`config.mk`:
```
export PLATFORM = sky130hd
export DESIGN_NAME = branch_resolve_ctrl
export DESIGN_NICKNAME = d
export VERILOG_FILES = /design/src/rtl/branch_resolve_ctrl.sv
export SDC_FILE = /design/constraint.sdc
export NUM_CORES = 1
export LEC_CHECK = 0
export ABC_AREA = 1
export CAP_MARGIN = 20
export CORE_ASPECT_RATIO = 1.4
export CORE_MARGIN = 1
export CORE_UTILIZATION = 49
export DETAILED_ROUTE_END_ITERATION = 8
export GPL_TIMING_DRIVEN = 0
export PLACE_DENSITY = 0.78
export SLEW_MARGIN = 20
export SYNTH_ARGS = -nofsm -noshare
export SYNTH_HDL_FRONTEND = slang
export SYNTH_SLANG_ARGS = --single-unit
export TNS_END_PERCENT = 5
```
`constraint.sdc`:
```
create_clock -name clk -period 3.1 [get_ports clk]
set_input_delay 0.93 -clock clk [delete_from_list [all_inputs] [get_ports clk]]
set_output_delay 0.93 -clock clk [all_outputs]
set_load 0.03 [all_outputs]
```
`src/rtl/branch_resolve_ctrl.sv`:
```
// EX-stage branch resolution: sequences the shared comparator, owns the BHT,
// and raises flush/redirect on a direction mispredict.
module branch_resolve_ctrl #(
   parameter int BHT_ENTRIES = 64,
   parameter int CNT_W       = 16
) (
   input  logic              clk,
   input  logic              rst_n,
   input  logic              br_valid,
   output logic              br_ready,
   input  logic [31:0]       br_pc,
   input  logic [2:0]        br_funct3,
   input  logic [31:0]       br_rs1,
   input  logic [31:0]       br_rs2,
   input  logic [31:0]       br_imm,
   input  logic              br_pred_taken,
   output logic [31:0]       cmp_a,
   output logic [31:0]       cmp_b,
   output logic [2:0]        cmp_funct3,
   input  logic              cmp_take,
   output logic              res_valid,
   output logic              res_taken,
   output logic              flush,
   output logic              redir_valid,
   output logic [31:0]       redir_pc,
   input  logic              redir_ack,
   input  logic [31:0]       bht_rd_pc,
   output logic              bht_rd_taken,
   output logic [CNT_W-1:0]  mispredict_cnt
);

   localparam int IDX_W = $clog2(BHT_ENTRIES);

   localparam logic [1:0] S_IDLE  = 2'b00;
   localparam logic [1:0] S_EVAL  = 2'b01;
   localparam logic [1:0] S_REDIR = 2'b10;

   logic [1:0]       state;
   logic [31:0]      pc_q;
   logic [31:0]      imm_q;
   logic             pred_q;
   logic [1:0]       bht [BHT_ENTRIES];
   logic [IDX_W-1:0] idx_upd;
   logic [IDX_W-1:0] idx_rd;
   logic [1:0]       cur_cnt;
   logic [1:0]       nxt_cnt;
   logic [31:0]      target;
   logic             accept;
   logic             unused_pc;

   assign br_ready  = (state == S_IDLE);
   assign accept    = br_valid && br_ready;
   assign idx_upd   = pc_q[IDX_W+1:2];
   assign idx_rd    = bht_rd_pc[IDX_W+1:2];
   assign target    = pc_q + (cmp_take ? imm_q : 32'd4);
   assign unused_pc = ^{bht_rd_pc[31:IDX_W+2], bht_rd_pc[1:0]};

   // Reads the registered table, so a same-cycle update is not visible yet.
   assign bht_rd_taken = bht[idx_rd][1];
   assign cur_cnt      = bht[idx_upd];

   always_comb begin
      nxt_cnt = cur_cnt;
      if (cmp_take && cur_cnt != 2'b11)
         nxt_cnt = cur_cnt + 2'b01;
      else if (!cmp_take && cur_cnt != 2'b00)
         nxt_cnt = cur_cnt - 2'b01;
   end

   always_ff @(posedge clk or negedge rst_n) begin
      if (!rst_n) begin
         for (int i = 0; i < BHT_ENTRIES; i++)
            bht[i] <= 2'b01;
      end else if (state == S_EVAL) begin
         bht[idx_upd] <= nxt_cnt;
      end
   end

   always_ff @(posedge clk or negedge rst_n) begin
      if (!rst_n) begin
         state          <= S_IDLE;
         pc_q           <= '0;
         imm_q          <= '0;
         pred_q         <= 1'b0;
         cmp_a          <= '0;
         cmp_b          <= '0;
         cmp_funct3     <= '0;
         res_valid      <= 1'b0;
         res_taken      <= 1'b0;
         flush          <= 1'b0;
         redir_valid    <= 1'b0;
         redir_pc       <= '0;
         mispredict_cnt <= '0;
      end else begin
         res_valid <= 1'b0;
         flush     <= 1'b0;
         unique case (state)
            S_IDLE: begin
               if (accept) begin
                  pc_q       <= br_pc;
                  imm_q      <= br_imm;
                  pred_q     <= br_pred_taken;
                  cmp_a      <= br_rs1;
                  cmp_b      <= br_rs2;
                  cmp_funct3 <= br_funct3;
                  state      <= S_EVAL;
               end
            end
            S_EVAL: begin
               res_valid <= 1'b1;
               res_taken <= cmp_take;
               if (cmp_take != pred_q) begin
                  flush       <= 1'b1;
                  redir_valid <= 1'b1;
                  redir_pc    <= target;
                  if (mispredict_cnt != '1)
                     mispredict_cnt <= mispredict_cnt + 1'b1;
                  state       <= S_REDIR;
               end else begin
                  state <= S_IDLE;
               end
            end
            S_REDIR: begin
               if (redir_ack) begin
                  redir_valid <= 1'b0;
                  state       <= S_IDLE;
               end
            end
            default: state <= S_IDLE;
         endcase
      end
   end

endmodule
```
==> metrics.yaml, run 1 <==
worst_setup_path:
  worstPathCellList: "clkbuf_16 > clkbuf_16 > a21oi_1 > o21ai_0 > nand3_1 > nand2_1 > a21oi_2 > o21ai_2 > nand3_1 > nand2_2 > buf_6"
  crit_cells: 11
  rr_startpoint: "pc_q[2]$_DFFE_PN0P_"
  reg2reg_slack_ps: 80
  crit_type: "in -> out"
  crit_start: "bht_rd_pc[2]"
  endpoint_kind: "output port"
  cp-start-kind: "input port"
  critPathMaxStageDelay_ps: 160
  worstReg2RegEnd: "bht[126]$_DFFE_PN1P_"
  crit_end: "bht_rd_taken"
  crit_path_max_fanout: 5
  cp_slowest_cell: "clkbuf_16"
  arrival_ps: 2210
  cp_num_buf_inv: 3
  ff2ff_path_depth: 20
  cp_top_family: "compound AO/OA/AOI/OAI gates"
  required_ps: 2170
place:
  numPortBuffers: 260
  dpl-instance-area_mm2: 0.0203
  gp_congestion: 1.03
  dp_hpwl_um: 46600
  post-place-cells: 3132
timing:
  hold_viol: 0
  tns_ps: -41.0
  max_freq_mhz: 318
  fin_crit_ps: 3140
  slew_headroom: 0.403
  drv_slew: 0
  fin_worst_skew_ps: 19.6
  tightest_slew_ps: 896
  report.final.setup_viol: 1
  grt_setup_unrepaired: "true"
  finalCritPeriodShare: 1.01
  setup_slack_ps: -41.0
layout:
  nFillCells: 3044
  fin_area_mm2: 0.0220
  area_growth_pct: 29.0
  antennaDiodeCount: 0
  final_common_cell: "nand2_1"
  instances_no_fill: 3208
  drive_gt1_frac: 0.0892
  layout.nets: 2937
  fin_util: 0.644
  final_cell_mix: "nand2_1 (1104), clkdlybuf4s50_1 (256), dfrtp_1 (247)"
drt:
  num_vias: 17600
  viasPerCell: 5.48
  drc: 0
  final_antenna_net_count: 0
  wl_per_cell_um: 19.9
  drt_iter0_drc: 1879
  first_pass_iters: 6
  routed_wl_um: 64000
cts:
  cts.sink_count: 314
  cts_inserted_buffers: 35
  cts_htree_levels: 2
  cts_root_buffer: "clkbuf_16"
  cts_buffer_depth: 3
  clkLatencyLatePin_ps: 540
  cts_tree: "built"
  path_clk_slew_ps: 70
power_and_ir_drop:
  ir_drop_mv: 0.684
  total_leakage_power_nw: 11.2
  p_per_area_mw_per_mm2: 1150
floorplan:
  die_area_mm2: 0.0356
  fp.dieH_um: 223
  rows: 80
  core_mm2: 0.0342
  dieWidth_um: 160
  io-pin-count: 290
  start_util: 0.499
global_route:
  gr-total-overflow: 0
  grt_pass1_vias: 17000
  antenna_found_initial: 0
  grt_max_degree: 100
  grt_pass1_wl_um: 96100
  track_usage: 0.351
logic_synthesis:
  yosys_warnings: 0
  synth.area.top_cells: "dfrtp_1 (37%), nand2_1 (24%), dfstp_2 (9.8%), nand3_1 (6.2%), inv_1 (5.1%)"
  netlist_instances: 2418
  synth_area_mm2: 0.0171
  synth_area_leader_cell: "dfrtp_1"
  synth_area_per_cell_um2: 7.07
  seq_area_frac_synth: 0.464
  syn_nets: 2623
  synth_seq_cells: 314
  synth_top_area_share: 0.366
  synth_cell_types: 31
min_path:
  hp-class: "in -> async"
job:
  cap_violations: 0
run_status:
  status: "finished with violations"
  violations: "setup timing"
[registers in the layout (all words and copies together) (netlist names), 2 cells and up]
name            count
state               2
cmp_b              32
redir_pc           32
pc_q               32
bht               128
imm_q              32
cmp_funct3          3
mispredict_cnt     16
cmp_a              32
[cell families (layout without fill, tap and decap cells)]
kind of cell / count (synthesis) / in the layout / share of synthesized area
buffers and inverters: 334 / 670 / 0.0783
AND/OR/NAND/NOR: 1528 / 1531 / 0.360
XOR/XNOR: 30 / 30 / 0.0154
AO/OA/AOI/OAI: 176 / 176 / 0.0548
flip-flops: 314 / 314 / 0.464
adder cells (fa/ha/maj): 36 / 36 / 0.0268
[synthesized netlist by cell type]
master    number
a21oi_1       63
a221oi_1       1
a31oi_1        5
buf_1          2
buf_2         23
buf_4         15
clkbuf_1      57
dfrtp_1      250
dfstp_2       64
fa_1           1
ha_1          35
inv_1        233
inv_2          4
nand2_1     1109
nand2_2        2
nand2_4        1
nand3_1      213
nand3b_1       7
nand4_1        6
nor2_1       126
nor2_2         5
nor3_1        48
nor4_1         3
o211ai_1       9
o21a_1         4
o21ai_0       80
o21ai_1        9
o21bai_1       5
or2_2          8
xnor2_1       13
xor2_1        17
[power by group]
part	switching [W]	internal (W)	total [W]
combinational	0.00964	0.00463	0.0143
sequential	0.00121	0.00588	0.00709
clock	0.00173	0.00236	0.00409
total	0.0126	0.0129	0.0255
[routing by layer]
layer	wire (um)	up-vias	GRT usage
li1	-	8165	-
met1	24000	8340	0.416
met2	30800	827	0.602
met3	4640	257	0.0532
met4	4510	0	0.209
met5	0	-	0
[area by class of cell]
cell class	count	area, um^2	share of cell area
Inverter	237	903	0.0410
Sequential cell	314	7940	0.360
Clock buffer	51	976	0.0443
Multi-Input combinational cell	1773	8010	0.363
Timing Repair Buffer	274	2790	0.127
Tap cell	451	564	0.0256
Buffer	97	744	0.0338
Clock inverter	11	121	0.00551
[worst min path at each step]
stage,startpoint,endpoint,depth (start not counted)
6_report,rst_n,redir_pc[16]$_DFFE_PN0P_,1
5_1_grt,rst_n,mispredict_cnt[5]$_DFFE_PN0P_,1
4_1_cts,rst_n,redir_pc[16]$_DFFE_PN0P_,1
3_5_place_dp,bht[104]$_DFFE_PN1P_,bht[104]$_DFFE_PN1P_,2
3_3_place_gp,bht[88]$_DFFE_PN1P_,bht[88]$_DFFE_PN1P_,2
2_1_floorplan,imm_q[2]$_DFFE_PN0P_,imm_q[2]$_DFFE_PN0P_,2
[metrics by stage]
| step | worst slack [ps] | power [W] | hold slack (ps) |
|---|---|---|---|
| floorplan | 1.85 | 0.0149 | 441 |
| finish | -41.0 | 0.0255 | 261 |
| detailed placement | -1620 | 0.0200 | 455 |
| global placement | -12170 | 0.0199 | 454 |
| global route | -108 | 0.0268 | 269 |
| CTS | -26.1 | 0.0245 | 253 |
[what timing repair did]
item | 4_1_cts | 5_1_grt
setup endpoints to repair | 131 | 135
resized for setup | 102 | 70
hold buffers | 0 | 0
pin swaps | 8 | 17
gates cloned | 0 | 7
buffers inserted | 1 | 6
[worst register-to-register path, cell delays in order (launching register included)]
cell and delay (ps):
dfrtp_2 480, clkbuf_4 270, nand2_1 100, nand2_1 60
nand2_1 60, nand2_1 60, nand2_1 60, nand2_1 80
nand2_1 110, nand2_1 100, nor2_4 210, nand2_4 120
inv_1 70, ha_1 200, nor2_4 70, nor2_4 210
inv_2 110, nand2_4 180, buf_4 210, nand3_1 100
nand2_1 90
Note: power is estimated with default switching activity, not from simulation.
==> run 2: changes to the inputs <==
--- a/config.mk
+++ b/config.mk
@@ -9,10 +9,11 @@
 export CAP_MARGIN = 20
 export CORE_ASPECT_RATIO = 1.4
 export CORE_MARGIN = 1
-export CORE_UTILIZATION = 49
+export CORE_UTILIZATION = 54
 export DETAILED_ROUTE_END_ITERATION = 8
 export GPL_TIMING_DRIVEN = 0
-export PLACE_DENSITY = 0.78
+export PLACE_DENSITY = 0.84
+export SKIP_LAST_GASP = 1
 export SLEW_MARGIN = 20
 export SYNTH_ARGS = -nofsm -noshare
 export SYNTH_HDL_FRONTEND = slang
==> run 2 against run 1 <==
The run ends with DRC, setup timing left. Via count increased by 0.92%. Hold slack better by 54 ps. Non-clock buffer count up 7. Highest routed layer unchanged. First-iteration DRC count shrank 8.3%. Combinational power barely moved. Cell count shrank 1.8%. Critical path type unchanged. Utilization up 6.6 points.
==> metrics.yaml, run 2 (synthesis results as in run 1) <==
floorplan:
  start_util: 0.551
  rows: 76
  dieWidth_um: 152
  fp.dieH_um: 212
  io-pin-count: 290
  die_area_mm2: 0.0324
  core_mm2: 0.0310
timing:
  slew_headroom: 0.390
  worst_hold_slack_ps: 314
  fin_crit_ps: 3150
  drv_slew: 0
  max_freq_mhz: 318
  hold_viol: 0
  finalCritPeriodShare: 1.01
  fin_worst_skew_ps: 36.9
  setup_slack_ps: -45.7
  report.final.setup_viol: 1
  tightest_slew_ps: 916
  grt_setup_unrepaired: "true"
layout:
  drive_gt1_frac: 0.0902
  antennaDiodeCount: 0
  fin_area_mm2: 0.0220
  final_cell_mix: "nand2_1 (1105), clkdlybuf4s50_1 (256), dfrtp_1 (247)"
  max_flop_register: "bht"
  largest_reg_flops: 128
  area_growth_pct: 28.7
  fin_util: 0.710
  final_common_cell: "nand2_1"
  layout.nets: 2940
  instances_no_fill: 3150
power_and_ir_drop:
  p_per_area_mw_per_mm2: 1160
  ir_drop_mv: 0.818
  total_leakage_power_nw: 11.2
  power.total_w: 0.0256
worst_setup_path:
  cp_slowest_cell: "clkbuf_4"
  reg2reg_slack_ps: 30
  ff2ff_path_depth: 20
  crit_path_max_fanout: 7
  cp_num_buf_inv: 3
  worstReg2RegEnd: "bht[103]$_DFFE_PN0P_"
  required_ps: 2170
  cp_top_family: "buffers and inverters"
  crit_type: "in -> out"
  arrival_ps: 2220
  worstPathCellList: "buf_8 > clkbuf_4 > a21oi_1 > o21ai_0 > nand3_1 > nand2_1 > a21oi_1 > o21ai_1 > nand3_1 > nand2_2 > buf_6"
  cp-start-kind: "input port"
  crit_cells: 11
  rr_startpoint: "pc_q[2]$_DFFE_PN0P_"
  critPathMaxStageDelay_ps: 190
  endpoint_kind: "output port"
cts:
  cts_htree_levels: 1
  path_clk_slew_ps: 60
  cts.sink_count: 314
  clkLatencyLatePin_ps: 620
  cts_hold_buf: 0
  cts_inserted_buffers: 31
  cts_buffer_depth: 3
  cts_root_buffer: "clkbuf_16"
  cts_tree: "built"
global_route:
  grt_pass1_vias: 17100
  grt_max_degree: 96
  antenna_found_initial: 0
  track_usage: 0.380
  grt_pass1_wl_um: 93700
  gr-total-overflow: 0
place:
  gp_congestion: 1.05
  dpl-instance-area_mm2: 0.0203
  post-place-cells: 3071
  dp_hpwl_um: 45400
  numPortBuffers: 260
drt:
  routed_wl_um: 63600
  drc: 20
  final_antenna_net_count: 0
  drt_iter0_drc: 1723
  viasPerCell: 5.63
  first_pass_iters: 8
  wl_per_cell_um: 20.2
  num_vias: 17800
run_status:
  violations: "DRC, setup timing"
  status: "finished with violations"
job:
  cap_violations: 0
min_path:
  hp-class: "in -> async"
-- run 2: cell types whose count changed in the layout (fill, tap and decap cells not counted), moves of 2 or more --
cell and change:
clkbuf_1 -6, clkbuf_16 -6, buf_4 +5, o21ai_1 +5
o21ai_2 -4, buf_12 +3, buf_2 +3, bufinv_16 +3
inv_8 +3, a21oi_1 +2
-- run 2: report_power, final --
group	internal [W]	total (W)	switching, W
combinational	0.00468	0.0144	0.00968
sequential	0.00588	0.00706	0.00118
clock	0.00239	0.00415	0.00177
total	0.0129	0.0256	0.0126
-- run 2: metrics by stage --
step,setup slack (ps),TNS [ps]
floorplan,1.85,0
global placement,-12060,-3589650
detailed placement,-1470,-88450
CTS,-50.1,-297
global route,-98.1,-292
finish,-45.7,-45.7
-- run 2: worst max path at each step --
stage	slack, ps	to	startpoint
final	-50	bht_rd_taken	bht_rd_pc[3]
after global routing	-100	bht_rd_taken	bht_rd_pc[2]
after CTS	-50	bht_rd_taken	bht_rd_pc[2]
after detailed placement	-1470	bht_rd_taken	bht_rd_pc[3]
after global placement	-12060	cmp_a[2]$_DFFE_PN0P_	rst_n
after floorplan	2	redir_pc[20]$_DFFE_PN0P_	cmp_take
-- run 2: worst register-to-register path, delay by kind of cell, from the launching register on --
family	cells	cell delay [ps]
buf+inv	5	750
simple gates	13	1190
flops	1	450
compound gates	1	240
fa+ha+maj	1	280
-- run 2: metal layers --
metal	GRT usage	up-vias	part of all wire
met5	0	-	0
met4	0.252	0	0.076
met3	0.0538	262	0.079
met2	0.651	928	0.48
met1	0.449	8402	0.36
li1	-	8158	-
-- run 2: final cells by class --
cell class / instances / area (um^2)
Clock buffer: 41 / 853
Tap cell: 390 / 488
Buffer: 97 / 719
Inverter: 237 / 906
Clock inverter: 17 / 258
Fill cell: 2459 / 9000
Timing Repair Buffer: 281 / 2860
Sequential cell: 314 / 7940
Multi-Input combinational cell: 1773 / 7970
-- run 2: repair_timing --
| item | in CTS | in global routing |
|---|---|---|
| hold endpoints to repair | 0 | 0 |
| setup endpoints to repair | 134 | 129 |
| cloned | 2 | 7 |
| gates resized for setup | 87 | 81 |
| pin swaps | 3 | 17 |
| buffers inserted | 1 | 11 |
